### src/rtl/i2c_config_sequencer.sv
// Walks a register table and hands each {DEV_ADDR, reg, value} word to an I2C master,
// retrying NACKed entries a bounded number of times before aborting.
module i2c_config_sequencer #(
    parameter int          NUM_REGS    = 10,
    parameter logic [7:0]  DEV_ADDR    = 8'h34,
    parameter int          MAX_RETRIES = 3,
    parameter int          GAP_CYCLES  = 16,
    parameter int          AUTO_START  = 1,
    localparam int         IDX_W       = $clog2(NUM_REGS + 1)
) (
    input  logic             clk,
    input  logic             rst_n,
    input  logic             start,
    output logic [IDX_W-1:0] tbl_addr,
    input  logic [15:0]      tbl_data,
    output logic             xfer_start,
    output logic [23:0]      xfer_data,
    input  logic             xfer_end,
    input  logic             xfer_ack_n,
    output logic             busy,
    output logic             done,
    output logic             error,
    output logic [IDX_W-1:0] err_index,
    output logic [2:0]       dbg_state_o
);

    localparam int RTY_W = (MAX_RETRIES > 0) ? $clog2(MAX_RETRIES + 1) : 1;
    localparam int GAP_W = $clog2(GAP_CYCLES + 1);

    typedef enum logic [2:0] {
        IDLE  = 3'd0,
        FETCH = 3'd1,
        LOAD  = 3'd2,
        XFER  = 3'd3,
        GAP   = 3'd4,
        DONE  = 3'd5,
        FAIL  = 3'd6
    } state_t;

    state_t           state_q, state_d;
    logic [IDX_W-1:0] index_q, index_d;
    logic [RTY_W-1:0] retry_q, retry_d;
    logic [GAP_W-1:0] gap_q, gap_d;
    logic             xfer_start_q, xfer_start_d;
    logic [23:0]      xfer_data_q, xfer_data_d;
    logic [IDX_W-1:0] err_index_q, err_index_d;
    // High only on the first cycle after reset release when AUTO_START is set.
    logic             auto_q, auto_d;

    always_ff @(posedge clk or negedge rst_n) begin
        if (!rst_n) begin
            state_q      <= IDLE;
            index_q      <= '0;
            retry_q      <= '0;
            gap_q        <= '0;
            xfer_start_q <= 1'b0;
            xfer_data_q  <= '0;
            err_index_q  <= '0;
            auto_q       <= (AUTO_START != 0);
        end else begin
            state_q      <= state_d;
            index_q      <= index_d;
            retry_q      <= retry_d;
            gap_q        <= gap_d;
            xfer_start_q <= xfer_start_d;
            xfer_data_q  <= xfer_data_d;
            err_index_q  <= err_index_d;
            auto_q       <= auto_d;
        end
    end

    always_comb begin
        state_d      = state_q;
        index_d      = index_q;
        retry_d      = retry_q;
        gap_d        = gap_q;
        xfer_start_d = xfer_start_q;
        xfer_data_d  = xfer_data_q;
        err_index_d  = err_index_q;
        auto_d       = 1'b0;
        case (state_q)
            IDLE, DONE, FAIL: begin
                // start is only honoured here, so a pulse while busy is dropped.
                if (start || (state_q == IDLE && auto_q)) begin
                    index_d = '0;
                    retry_d = '0;
                    state_d = FETCH;
                end
            end
            FETCH: state_d = LOAD;
            LOAD: begin
                xfer_data_d  = {DEV_ADDR, tbl_data};
                xfer_start_d = 1'b1;
                state_d      = XFER;
            end
            XFER: begin
                if (xfer_end) begin
                    xfer_start_d = 1'b0;
                    gap_d        = '0;
                    if (!xfer_ack_n) begin
                        if (index_q != IDX_W'(NUM_REGS)) index_d = index_q + 1'b1;
                        retry_d = '0;
                        state_d = GAP;
                    end else if (retry_q < RTY_W'(MAX_RETRIES)) begin
                        retry_d = retry_q + 1'b1;
                        state_d = GAP;
                    end else begin
                        err_index_d = index_q;
                        state_d     = FAIL;
                    end
                end
            end
            GAP: begin
                if (gap_q == GAP_W'(GAP_CYCLES - 1)) begin
                    state_d = (index_q == IDX_W'(NUM_REGS)) ? DONE : FETCH;
                end else begin
                    gap_d = gap_q + 1'b1;
                end
            end
            default: state_d = IDLE;
        endcase
    end

    assign tbl_addr    = index_q;
    assign xfer_start  = xfer_start_q;
    assign xfer_data   = xfer_data_q;
    assign err_index   = err_index_q;
    assign busy        = (state_q == FETCH) || (state_q == LOAD) ||
                         (state_q == XFER)  || (state_q == GAP);
    assign done        = (state_q == DONE);
    assign error       = (state_q == FAIL);
    assign dbg_state_o = state_q;

endmodule

### config.mk
export PLATFORM = sky130hd
export DESIGN_NAME = i2c_config_sequencer
export DESIGN_NICKNAME = d
export VERILOG_FILES = /design/src/rtl/i2c_config_sequencer.sv
export SDC_FILE = /design/constraint.sdc
export NUM_CORES = 1
export LEC_CHECK = 0
export BUFFER_PORTS_ARGS = -buffer_cell sky130_fd_sc_hd__buf_2
export CORE_MARGIN = 2
export CORE_UTILIZATION = 45
export DETAILED_ROUTE_END_ITERATION = 10
export GPL_TIMING_DRIVEN = 0
export PLACE_DENSITY = 0.75
export SYNTH_ARGS = -nofsm -noshare
export SYNTH_HDL_FRONTEND = slang
export SYNTH_SLANG_ARGS = --single-unit
### constraint.sdc
create_clock -name clk -period 1.9 [get_ports clk]
set_clock_uncertainty 0.15 [all_clocks]
set_input_delay 0 -clock clk [delete_from_list [all_inputs] [get_ports clk]]
set_output_delay 0 -clock clk [all_outputs]
set_load 0.02 [all_outputs]
==> impl_metrics.csv <==
group,metric,value,unit
flow_run,drv_cap,0,
global_routing,grtUsageTotal,17.63,%
timing,worst_slew_pin_slew,0.7850,ns
outcome,run_status,"complete, no violations",
layout,instances_no_fill,293,
timing,timing.final.crit_share,96.09,%
clocking,clk_pin_slew,0.07,ns
logic_synthesis,synth_top_flop_cell,"dfrtp_1",
drt,dr.pass1.iters,4,
power,p_leak,1.230,nW
logic_synthesis,ys_types,44,
setup_path,critPathCaptureType,"flip-flop",
timing,finalCriticalPeriod,1.826,ns
setup_path,crit_fanout,10,
min_path,hold_class,"in -> async",
layout,area_delta_synth_final,38.20,%
setup_path,critPathLaunchType,"flip-flop",
clocking,cts_tree,"yes",
logic_synthesis,synth.avg_cell_area,11.83,um2
floorplan,core-area,3971,um2
drt,routed_via_density,4.942,
place,numPortBuffers,54,
clocking,cts_htree_levels,2,
layout,nets,269,
timing,worst_slack,0.07430,ns
power,power.density,1452,nW/um2
power,ir_worst_vdd,0.0007031,V
logic_synthesis,ys_seq_area_share,50.55,%
drt,drt_wl_total,3725,um
timing,slew_violations,0,
global_routing,grt_pass1_wl,6065,um
timing,report.final.hold_viol_count,0,
logic_synthesis,synth.top_cell.area_share,49.11,%
layout,drive_above_1_share,44.03,%
drt,ant_nets,0,
floorplan,die_area,4603,um2
global_routing,antenna_found_initial,0,
place,hpwl,2541,um
logic_synthesis,synthCells,155,
floorplan,die_h,67.85,um
logic_synthesis,yosysTopAreaCell,"dfrtp_1",
drt,drt_iter0_drc,69,
setup_path,worstPathArrival,1.84,ns
drt,wl_per_cell,12.71,um
logic_synthesis,synth.area.top_cells,"dfrtp_1 (49%), mux2_2 (7.4%), mux2_4 (6.5%), ha_1 (3.4%), buf_4 (2.9%)",
logic_synthesis,syn-cell-area,1834,um2
global_routing,grt-ovfl-total,0,
logic_synthesis,synth-edff-count,0,
clocking,cts_buffer_depth,2,
clocking,numCtsBuffers,5,
layout,diodes,0,
layout,fillers,318,
setup_path,required,1.92,ns
floorplan,dieWidth,67.85,um
layout,final_design_area_no_fill,2535,um2
drt,drc_errors,0,
place,pre_cts_slack,-0.1131,ns
place,dpl_cell_area,2186,um2
drt,num_vias,1448,
power,power,3.680,mW
floorplan,ios,60,
timing,setup_viol,0,
clocking,cts_sinks,37,
clocking,root_buffer,"clkbuf_8",
timing,rsz0062_at_grt,"yes",
place,dpl.cell_count,264,
logic_synthesis,ys.warnings.count,0,
clocking,insertion_delay,0.29,ns
setup_path,ff2ff_setup_slack,0.07,ns
logic_synthesis,synth_async_sr_flop_share,100.0,%
global_routing,grt_pass1_vias,1350,
setup_path,critical_path_class,"reg -> reg",
timing,relSlewSlack,47.67,%
global_routing,grt_max_degree,38,
timing,fmax,0.5477,GHz
floorplan,initial_core_util,46.19,%
place,gp_congestion,0.8355,
floorplan,num_rows,23,
timing,fin_tns_setup,0,ns
logic_synthesis,ys_seq_elements,37,
==> final cells by class <==
class	instances	area (um2)	share of cell area, %
inverter	6	25.02	0.9872
clock inverter	2	35.03	1.382
sequential	37	927.1	36.57
multi-input combinational	104	832.0	32.82
tap	50	62.56	2.468
clock buffer	5	68.82	2.715
timing repair buffer	76	485.5	19.15
buffer	13	98.84	3.899
==> cells by family (layout without fill, tap and decap cells) <==
group / count (synthesis) / in the layout / share of synthesized area [%]
AND/OR/NAND/NOR: 45 / 45 / 14.53
flip-flops: 37 / 37 / 50.55
AO/OA/AOI/OAI: 25 / 25 / 9.278
multiplexers: 20 / 20 / 13.92
buffers and inverters: 19 / 102 / 6.684
adder cells (fa/ha/maj): 5 / 5 / 3.411
XOR/XNOR: 3 / 3 / 1.433
other: 1 / 6 / 0.2044
==> registers in the layout, indices dropped and copies added, names as in the netlist <==
signal       count
xfer_data       17
gap_q            5
err_index        4
tbl_addr         4
dbg_state_o      3
retry_q          2
auto_q           1
xfer_start       1
==> power by group <==
part           internal [mW]  leakage [nW]  switching [mW]
combinational          0.801         0.716           0.992
clock                  0.381        0.0540           0.270
sequential              1.06         0.460           0.172
==> synth_stat cells, types with 4 or more instances <==
cell	instances
buf_4	7
nand2_1	11
o211ai_1	4
mux2_2	12
nand3_1	4
dfrtp_1	36
inv_1	5
nor2_1	11
o21ai_0	6
ha_1	5
mux2_4	8
==> worst max-delay path: stages (launching register included) <==
cell     delay, ns
dfrtp_1       0.38
buf_2         0.18
nor3_4        0.46
buf_8         0.22
mux2_4        0.31
==> cells in the final DEF (no fill, tap or decap), types with 2 or more instances in the layout <==
master         Yosys  final
a21oi_1            3      3
a31oi_1            2      2
and3b_1            2      2
buf_2              3     57
buf_4              7      9
clkbuf_8           0      5
conb_1             1      6
dfrtp_1           36     36
dlygate4sd3_1      0     20
ha_1               5      3
inv_1              5      5
mux2_2            12     12
mux2_4             8      8
nand2_1           11     11
nand2b_1           3      3
nand3_1            4      4
nand3b_1           2      2
nand4_1            2      2
nor2_1            11     11
o211ai_1           4      4
o21ai_0            6      6
or2_2              2      2
xor2_1             2      2
==> repair_timing <==
action                                 4_1_cts  5_1_grt
hold buffers                                20        0
setup buffers                                2        0
setup endpoints to repair                    2       11
endpoints found under the hold margin       56        0
pin swaps                                    2        4
gates resized for setup                      3        3
==> path summary, 6_finish.rpt <==
| check | cells after the start | start | end |
|---|---|---|---|
| hold / removal | 2 | rst_n | dbg_state_o[0] |
| setup / recovery | 4 | dbg_state_o[2] | xfer_data[13] |
| min in group clk | 1 | xfer_start | xfer_start |
| setup reg to reg | 4 | dbg_state_o[2] | xfer_data[13] |
| max in group asynchronous | 2 | rst_n | xfer_data[15] |
| hold reg to reg | 1 | xfer_start | xfer_start |
==> routing by layer <==
metal / vias to the layer above / routed length, um / track usage (%)
li1: 710 / - / -
met5: - / 0 / 0
met3: 9 / 148 / 4.112
met1: 692 / 1674 / 23.59
met4: 0 / 68 / 8.500
met2: 37 / 1833 / 27.08
==> through the flow <==
step	hold slack (ns)	util (%)
after global placement	-0.005781	55.04
final	0.1867	63.83
after global routing	0.2721	63.83
after floorplan	-0.4456	-
after CTS	0.2145	63.61
after detailed placement	-0.01037	55.04
(Power assumes the default switching activity.)
